===== config.mk =====
export PLATFORM = sky130hd
export DESIGN_NAME = pixel_row_adc_readout
export DESIGN_NICKNAME = d
export VERILOG_FILES = /design/src/rtl/pixel_row_adc_readout_pkg.sv /design/src/rtl/pixel_row_adc_readout_column.sv /design/src/rtl/pixel_row_adc_readout.sv
export SDC_FILE = /design/constraint.sdc
export NUM_CORES = 1
export LEC_CHECK = 0
export BUFFER_PORTS_ARGS = -buffer_cell sky130_fd_sc_hd__buf_2
export CELL_PAD_IN_SITES_DETAIL_PLACEMENT = 1
export CELL_PAD_IN_SITES_GLOBAL_PLACEMENT = 2
export CORE_MARGIN = 1.5
export CORE_UTILIZATION = 30
export DETAILED_ROUTE_END_ITERATION = 12
export HOLD_SLACK_MARGIN = 0.12
export PLACE_DENSITY_LB_ADDON = 0.2
export SLEW_MARGIN = 20
export SYNTH_ARGS = -nofsm -noshare
export SYNTH_HDL_FRONTEND = slang
export SYNTH_SLANG_ARGS = --single-unit

===== constraint.sdc =====
create_clock -name CLK -period 3.1 [get_ports CLK]
set_input_delay 0.155 -clock CLK [delete_from_list [all_inputs] [get_ports CLK]]
set_output_delay 0.155 -clock CLK [all_outputs]
set_load 0.02 [all_outputs]

===== src/rtl/pixel_row_adc_readout_pkg.sv =====
// Shared types and helpers for the pixel row single-slope ADC readout.
package PixelSensorConfig;

   // Row sequencer states: idle, ramp conversion, beat streaming.
   typedef enum logic [1:0] {
      IDLE    = 2'd0,
      CONVERT = 2'd1,
      READOUT = 2'd2
   } row_adc_state_t;

   // $clog2 that never returns less than one bit, for counters and indices.
   function automatic int clog2_min1(input int n);
      return (n <= 1) ? 1 : $clog2(n);
   endfunction

endpackage


===== src/rtl/pixel_row_adc_readout_column.sv =====
// One column of the row: captures the ramp code at the first comparator trip
// of a conversion, or the full-scale code when the pixel never trips.
module pixel_column_latch
   import PixelSensorConfig::*;
#(
   parameter int PIXEL_BITS = 8
) (
   input  logic                  CLK,
   input  logic                  RESET,
   input  logic                  CLEAR,
   input  logic                  ENABLE,
   input  logic                  SATURATE,
   input  logic                  CMP,
   input  logic [PIXEL_BITS-1:0] CODE,
   output logic [PIXEL_BITS-1:0] VALUE,
   output logic                  TRIPPED
);

   typedef logic [PIXEL_BITS-1:0] pixel_code_t;
   localparam pixel_code_t PIXEL_CODE_MAX = '1;

   // First trip wins; later comparator activity is ignored until CLEAR.
   // A trip in the final ramp cycle outranks saturation (both give the same
   // code, but TRIPPED must reflect the real crossing).
   always_ff @(posedge CLK or posedge RESET) begin
      if (RESET) begin
         VALUE   <= '0;
         TRIPPED <= 1'b0;
      end else if (CLEAR) begin
         VALUE   <= '0;
         TRIPPED <= 1'b0;
      end else if (ENABLE && CMP && !TRIPPED) begin
         VALUE   <= CODE;
         TRIPPED <= 1'b1;
      end else if (SATURATE && !TRIPPED) begin
         VALUE   <= PIXEL_CODE_MAX;
      end
   end

endmodule


===== src/rtl/pixel_row_adc_readout.sv =====
// Row ADC: self-sequenced single-slope conversion of WIDTH columns followed
// by a CHANNELS-wide valid/ready stream of the captured codes.
//
// Output handshake: OUT_VALID is high exactly while in READOUT. A beat
// transfers on a rising edge where OUT_VALID and OUT_READY are both high;
// while OUT_VALID is high and OUT_READY low, OUT_DATA/OUT_COL/OUT_LAST are
// held. The next beat follows the transfer with no idle cycle in between.
module pixel_row_adc_readout
   import PixelSensorConfig::*;
#(
   parameter int WIDTH      = 8,
   parameter int PIXEL_BITS = 8,
   parameter int CHANNELS   = 2,
   parameter int ROW_INDEX  = 0
) (
   input  logic                                    CLK,
   input  logic                                    RESET,
   input  logic                                    START,
   input  logic                                    ABORT,
   input  logic [WIDTH-1:0]                        CMP,
   output logic [PIXEL_BITS-1:0]                   RAMP_CODE,
   output logic                                    BUSY,
   output logic                                    DONE,
   output logic [CHANNELS*PIXEL_BITS-1:0]          OUT_DATA,
   output logic [((WIDTH > 1) ? $clog2(WIDTH) : 1)-1:0] OUT_COL,
   output logic [15:0]                             OUT_ROW,
   output logic                                    OUT_LAST,
   output logic                                    OUT_VALID,
   input  logic                                    OUT_READY,
   output row_adc_state_t                          DBG_STATE,
   output logic [WIDTH-1:0]                        DBG_TRIPPED
);

   typedef logic [PIXEL_BITS-1:0] pixel_code_t;
   localparam pixel_code_t PIXEL_CODE_MAX = '1;

   localparam int BEATS  = WIDTH / CHANNELS;
   localparam int BEAT_W = clog2_min1(BEATS);
   localparam int COL_W  = clog2_min1(WIDTH);
   localparam logic [BEAT_W-1:0] BEAT_LAST = BEAT_W'(BEATS - 1);

   generate
      if (WIDTH < 1 || CHANNELS < 1 || (WIDTH % CHANNELS) != 0) begin : g_bad_cfg
         $error("pixel_row_adc_readout: WIDTH must be a positive multiple of CHANNELS");
      end
   endgenerate

   row_adc_state_t    state;
   pixel_code_t       ramp;
   logic [BEAT_W-1:0] beat;
   logic              done_q;

   pixel_code_t       col_value [WIDTH];
   logic [WIDTH-1:0]  col_tripped;
   logic              col_clear;
   logic              col_enable;
   logic              col_saturate;
   logic [CHANNELS*PIXEL_BITS-1:0] beat_data;
   int                beat_base;

   // ABORT outranks START everywhere, including the IDLE start condition.
   assign col_clear    = (state == IDLE) && START && !ABORT;
   assign col_enable   = (state == CONVERT) && !ABORT;
   assign col_saturate = col_enable && (ramp == PIXEL_CODE_MAX);

   generate
      for (genvar i = 0; i < WIDTH; i++) begin : g_col
         pixel_column_latch #(
            .PIXEL_BITS(PIXEL_BITS)
         ) u_latch (
            .CLK      (CLK),
            .RESET    (RESET),
            .CLEAR    (col_clear),
            .ENABLE   (col_enable),
            .SATURATE (col_saturate),
            .CMP      (CMP[i]),
            .CODE     (ramp),
            .VALUE    (col_value[i]),
            .TRIPPED  (col_tripped[i])
         );
      end
   endgenerate

   // Sequencer: ramp counter during CONVERT, beat counter during READOUT.
   always_ff @(posedge CLK or posedge RESET) begin
      if (RESET) begin
         state  <= IDLE;
         ramp   <= '0;
         beat   <= '0;
         done_q <= 1'b0;
      end else begin
         done_q <= 1'b0;
         case (state)
            IDLE: begin
               if (START && !ABORT) begin
                  state <= CONVERT;
                  ramp  <= '0;
                  beat  <= '0;
               end
            end
            CONVERT: begin
               if (ABORT) begin
                  state <= IDLE;
                  ramp  <= '0;
               end else if (ramp == PIXEL_CODE_MAX) begin
                  state <= READOUT;
                  ramp  <= '0;
                  beat  <= '0;
               end else begin
                  ramp <= ramp + PIXEL_BITS'(1);
               end
            end
            READOUT: begin
               if (ABORT) begin
                  state <= IDLE;
                  beat  <= '0;
               end else if (OUT_READY) begin
                  if (beat == BEAT_LAST) begin
                     state  <= IDLE;
                     beat   <= '0;
                     done_q <= 1'b1;
                  end else begin
                     beat <= beat + BEAT_W'(1);
                  end
               end
            end
            default: begin
               state <= IDLE;
               ramp  <= '0;
               beat  <= '0;
            end
         endcase
      end
   end

   // Beat mux: lane j carries column beat*CHANNELS + j.
   always_comb begin
      beat_data = '0;
      beat_base = int'(beat) * CHANNELS;
      for (int j = 0; j < CHANNELS; j++) begin
         beat_data[j*PIXEL_BITS +: PIXEL_BITS] = col_value[beat_base + j];
      end
   end

   assign RAMP_CODE   = ramp;
   assign BUSY        = (state != IDLE);
   assign DONE        = done_q;
   assign OUT_VALID   = (state == READOUT);
   assign OUT_LAST    = (state == READOUT) && (beat == BEAT_LAST);
   assign OUT_DATA    = beat_data;
   assign OUT_COL     = COL_W'(int'(beat) * CHANNELS);
   assign OUT_ROW     = 16'(ROW_INDEX);
   assign DBG_STATE   = state;
   assign DBG_TRIPPED = col_tripped;

endmodule

# ---- Word-level counts from Yosys, hierarchy flattened
# Index checks and enable logic that the tools add are counted.
dict set report classes {
  addsub 3
  magnitude_cmp 2
  eq_ne 10
  n_mux 68
  bitwise 3
  reduce_logical 60
}
# cell count
set op_table {}
lappend op_table {{8-bit 2-to-1 mux} 31}
lappend op_table {{32-bit by 4-bit greater-or-equal comparator with 1-bit output (second input constant)} 2}
lappend op_table {{8-bit binary-select mux with 3-bit select} 2}
lappend op_table {{3-bit inverter with 32-bit output} 1}
lappend op_table {{4-bit inverter with 32-bit output} 1}
lappend op_table {{1-bit logical AND} 30}
lappend op_table {{2-bit 2-to-1 mux} 12}
lappend op_table {{8-bit one-hot mux with 3 select lines} 1}
lappend op_table {{3-bit nonzero test} 8}
lappend op_table {{1-bit 2-to-1 mux} 20}
lappend op_table {{2-bit nonzero test} 9}
lappend op_table {{2-bit one-hot mux with 3 select lines} 2}
lappend op_table {{1-bit zero test} 9}
lappend op_table {{3-bit by 2-bit inequality test with 1-bit output (second input constant)} 3}
lappend op_table {{8-bit by 1-bit adder with 8-bit output (second input constant)} 1}
lappend op_table {{8-bit == test (second input constant)} 1}
lappend op_table {{4-bit AND reduction} 2}
lappend op_table {{3-bit by 1-bit adder with 4-bit output (second input constant)} 1}
lappend op_table {{2-bit == test (second input constant)} 2}
lappend op_table {{2-bit by 1-bit inequality test with 1-bit output (second input constant)} 2}
lappend op_table {{2-bit by 1-bit adder with 2-bit output (second input constant)} 1}
lappend op_table {{2-bit by 1-bit == test with 1-bit output (second input constant)} 1}
lappend op_table {{2-bit zero test} 1}
lappend op_table {{2-bit inequality test (second input constant)} 1}
lappend op_table {{2 further kinds} 2}
dict set report word_totals {
  regBits 85
  in_bits 13
  output_inout_bits 57
  elab_cells 166
}

# ---- Longest topological paths before layout
dict set report logic_depth {
  ltp_word 7
  depth_mapped 6
  mapped_depth_nobuf 5
}

# ---- By module
# A second synthesis with hierarchy kept.
dict set report unflattened {
  cells_unflattened 490
  area_unflattened_um2 5539.1
}
# mod instances cells_per_inst area_each_um2 seq_area_each_um2
set by_module_without_submodules {}
lappend by_module_without_submodules {pixel_column_latch 8 48 541.8 225.2}
lappend by_module_without_submodules {pixel_row_adc_readout 1 106 1204.9 325.3}

# ---- Worst setup path before layout
# OpenSTA, ideal clock, no wires.
dict set report synth_timing {
  path_type {register to register}
  startpoint {register ramp[0] (netlist: RAMP_CODE[0])}
  endpoint {register g_col[0].u_latch.VALUE[0]}
  arrival_ns 1.666
  required_time_ns 2.977
  slack_ns 1.312
  path_stages_with_launch 7
  path_buffers 1
  cell_sequence {dfrtp_1 > ha_1 > and2_1 > and3_4 > buf_6 > o21a_4 > o221a_2}
}
dict set report synth_via {
  elab_chain_len 4
}
# item line
set synth_lines {}
lappend synth_lines {{start, declared} pixel_row_adc_readout.sv:49} ;# pixel_code_t ramp;
lappend synth_lines {{start signal, assigned} pixel_row_adc_readout.sv:110} ;# ramp <= ramp + PIXEL_BITS'(1);
lappend synth_lines {{8-bit == test} pixel_row_adc_readout.sv:64} ;# assign col_saturate = col_enable && (ramp == PIXEL_CODE_MAX);
lappend synth_lines {{1-bit logical AND} pixel_row_adc_readout.sv:64}
lappend synth_lines {{1-bit logical AND} pixel_row_adc_readout_column.sv:35} ;# end else if (SATURATE && !TRIPPED) begin
lappend synth_lines {{3-bit nonzero test (no source line)} --}
lappend synth_lines {{end signal, assigned} pixel_row_adc_readout_column.sv:30} ;# VALUE <= '0;
lappend synth_lines {{end signal, assigned} pixel_row_adc_readout_column.sv:33} ;# VALUE <= CODE;
lappend synth_lines {{end signal, assigned} pixel_row_adc_readout_column.sv:36} ;# VALUE <= PIXEL_CODE_MAX;
lappend synth_lines {{end, declared} pixel_row_adc_readout_column.sv:15} ;# output logic [PIXEL_BITS-1:0] VALUE,
# Several ways; a longest one is shown, not always the timed one.
# A chain may end at the register's enable or synchronous reset.

# ---- Final worst setup path
dict set report layout_timing {
  startpoint {register ramp[1] (netlist: RAMP_CODE[1])}
  endpoint {register state[1] (netlist: DBG_STATE[1])}
}
dict set report layout_via {
  elab_chain_len 3
}
# item line
set layout_lines {}
lappend layout_lines {{8-bit == test} pixel_row_adc_readout.sv:105} ;# end else if (ramp == PIXEL_CODE_MAX) begin
lappend layout_lines {{3-bit by 2-bit inequality test with 1-bit output (no source line)} --}
lappend layout_lines {{4-bit AND reduction (no source line)} --}
lappend layout_lines {{end signal, assigned} pixel_row_adc_readout.sv:103} ;# state <= IDLE;
lappend layout_lines {{end signal, assigned} pixel_row_adc_readout.sv:106} ;# state <= READOUT;
lappend layout_lines {{end signal, assigned} pixel_row_adc_readout.sv:115} ;# state <= IDLE;
lappend layout_lines {{end, declared} pixel_row_adc_readout.sv:48} ;# row_adc_state_t state;
# No other way between the ends.

==> results.cfg <==
[outcome]
status = finished, final reports clean

[floorplan]
die_x_um = 122
ios = 70
core-area_um2 = 13800
die_h_um = 122
dieArea_um2 = 14800
floorplan.initialDensity = 0.305
rows = 43

[logic_synthesis]
ys_async_sr_fraction = 1.00
synth_edf_count = 0
synth_seq_cells = 85
synth-seq-area-share = 0.504
netlist_instances = 308
yosysWarningCount = 0
syn_avg_cell_area_um2 = 13.7
netlist_area_um2 = 4220
synth_cell_types = 43
synthFlopType = dfrtp_1

[global_routing]
grt_overflow = 0
antenna_found_initial = 0
grt_pass1_wl_mm = 18.7
grt_start_max_net_pins = 65
grt_pass1_vias = 3061
grt_util_all_layers = 0.169

[power_and_ir_drop]
power_density_nw_per_um2 = 629
leakagePower_nw = 2.27
peakVddDrop_mv = 0.217

[cts]
path_clk_slew_ns = 0.07
cts_buffers = 9
root_buffer = clkbuf_16
cts_hold_buf = 8
ctsResizeCount = 0
cts.sinks = 85
clk_latency_ns = 0.34
cts_setup_buffers = 0
tritoncts = done
h-tree-depth = 3
clock_path_buffers = 2

[worst_setup_path]
cp-end-kind = flip-flop
worstPathRequired_ns = 3.37
cp-start-kind = flip-flop
crit_type = reg2reg
cp_slowest_cell = dfrtp_1
path_cells = ha_1, and2_1, and3_4, nand3b_1, a21oi_1, dlygate4sd3_1
cp_slowest_stage_delay_ns = 0.63
worstPathArrival_ns = 2.57
worstPathMaxFanout = 13

[timing]
min_period_over_period = 0.740
rsz0062_at_grt = false
setup_viol = 0
tightest_slew_ns = 0.949
slew_headroom = 0.367
hold_viol_final = 0
slew_violations = 0
fin_crit_ns = 2.30
fin_setup_tns_ns = 0
final.setup_skew_ns = 0.00686
fmax_ghz = 0.436

[run]
cap_violations = 0

[routing]
dr.pass1.iters = 4
drc = 0
via_per_inst = 5.33
wire_per_inst_um = 21.7
wl_mm = 11.8
vias = 2893
antenna_left = 0
initialDrtViolationCount = 153

[cells_and_area]
finalInstanceArea_um2 = 4930
nets = 373
layout-drive-gt1-share = 0.512
syn_to_final_growth_pct = 16.8
nFillCells = 1457
final_common_cell = dfrtp_1
n_antenna_cell = 0
final_cell_mix = 85 x dfrtp_1, 64 x o221a_2, 52 x buf_2

[place]
numPortBuffers = 52
hpwlAfterDp_mm = 7.60
gp_congestion = 0.709
placed_cell_area_um2 = 4560

[min_path]
hold_path_class = in2reg
==> final cells by class <==
cell class | count | area, um2 | area share
Inverter | 3 | 12.5 | 0.00254
Sequential cell | 85 | 2130 | 0.431
Clock buffer | 10 | 239 | 0.0485
Tap cell | 180 | 225 | 0.0457
Clock inverter | 6 | 46.3 | 0.00939
Timing Repair Buffer | 72 | 443 | 0.0898
Multi-Input combinational cell | 187 | 1840 | 0.373
==> synthesized netlist by cell type (all sizes together), types with 3 or more instances <==
cell type	number	area, um2
a21oi	10	50.1
o221a	64	721
nor2	22	166
o21ai	4	20.0
buf	35	254
dfrtp	85	2130
xor2	4	35.0
o21a	8	105
clkbuf	14	52.6
and2	3	18.8
mux4	16	360
and3	3	23.8
inv	3	11.3
nand2	12	57.6
==> metrics by stage <==
| step | hold slack, ns | utilization | power (W) | cells | setup WS (ns) |
|---|---|---|---|---|---|
| 2_1_floorplan | 0.218 | - | 0.00192 | 324 | 0.752 |
| 3_5_place_dp | 0.394 | 0.330 | 0.00208 | 519 | 0.963 |
| 3_3_place_gp | 0.377 | 0.330 | 0.00207 | 519 | 0.987 |
| 5_1_grt | 0.148 | 0.357 | 0.00325 | 543 | 0.660 |
| 6_report | 0.134 | 0.357 | 0.00310 | 543 | 0.805 |
| 4_1_cts | 0.126 | 0.357 | 0.00314 | 543 | 0.798 |
==> critical path, delay by kind of cell (launching register included) <==
kind                       cells  cell delay, ns
buffers and inverters          1            0.56
and+or+nand+nor                3            0.62
adders and majority gates      1            0.27
DFF                            1            0.63
AOI/OAI and AO/OA              1            0.15
==> final timing paths <==
check	start	endpoint	slack, ns	depth (start not counted)
worst max-delay path	RAMP_CODE[1]	DBG_STATE[1]	0.80	6
worst min-delay path	CMP[5]	g_col[5].u_latch.TRIPPED	0.13	3
worst max register to register	RAMP_CODE[1]	DBG_STATE[1]	0.80	6
worst min register to register	g_col[3].u_latch.TRIPPED	g_col[3].u_latch.TRIPPED	0.54	2
max in group asynchronous	RESET	beat[0]	1.84	4
min in group asynchronous	RESET	g_col[7].u_latch.VALUE[1]	0.55	3
==> state kept, by name, summed over array words and instances (netlist names) <==
register and cells:
DBG_STATE 2, DONE 1, RAMP_CODE 8, beat 2
g_col.u_latch.TRIPPED 8, g_col.u_latch.VALUE 64
==> cell families (layout without fill, tap and decap cells) <==
| group | count (synthesis) | after routing | synth area share |
|---|---|---|---|
| flip-flops | 85 | 85 | 0.504 |
| buffers and inverters | 52 | 91 | 0.0753 |
| XOR/XNOR | 4 | 4 | 0.00830 |
| AO/OA/AOI/OAI | 96 | 96 | 0.233 |
| multiplexers | 17 | 17 | 0.0881 |
| AND/OR/NAND/NOR | 51 | 51 | 0.0842 |
| adder cells (fa/ha/maj) | 2 | 2 | 0.00593 |
| other | 1 | 17 | 0.000889 |
==> metal layers <==
layer | vias to the layer above | track usage | part of all wire
li1 | 1272 | - | -
met5 | - | 0 | 0
met4 | 0 | 0.0485 | 0.011
met2 | 59 | 0.257 | 0.46
met3 | 9 | 0.0262 | 0.029
met1 | 1553 | 0.251 | 0.50
==> power breakdown <==
group / leakage, nW / switching (W) / total, W / internal (W)
registers: 1.13 / 0.000140 / 0.00143 / 0.00129
logic: 1.00 / 0.000318 / 0.000635 / 0.000318
clock network: 0.135 / 0.000469 / 0.00104 / 0.000569
Note: power is estimated with default switching activity, not from simulation.
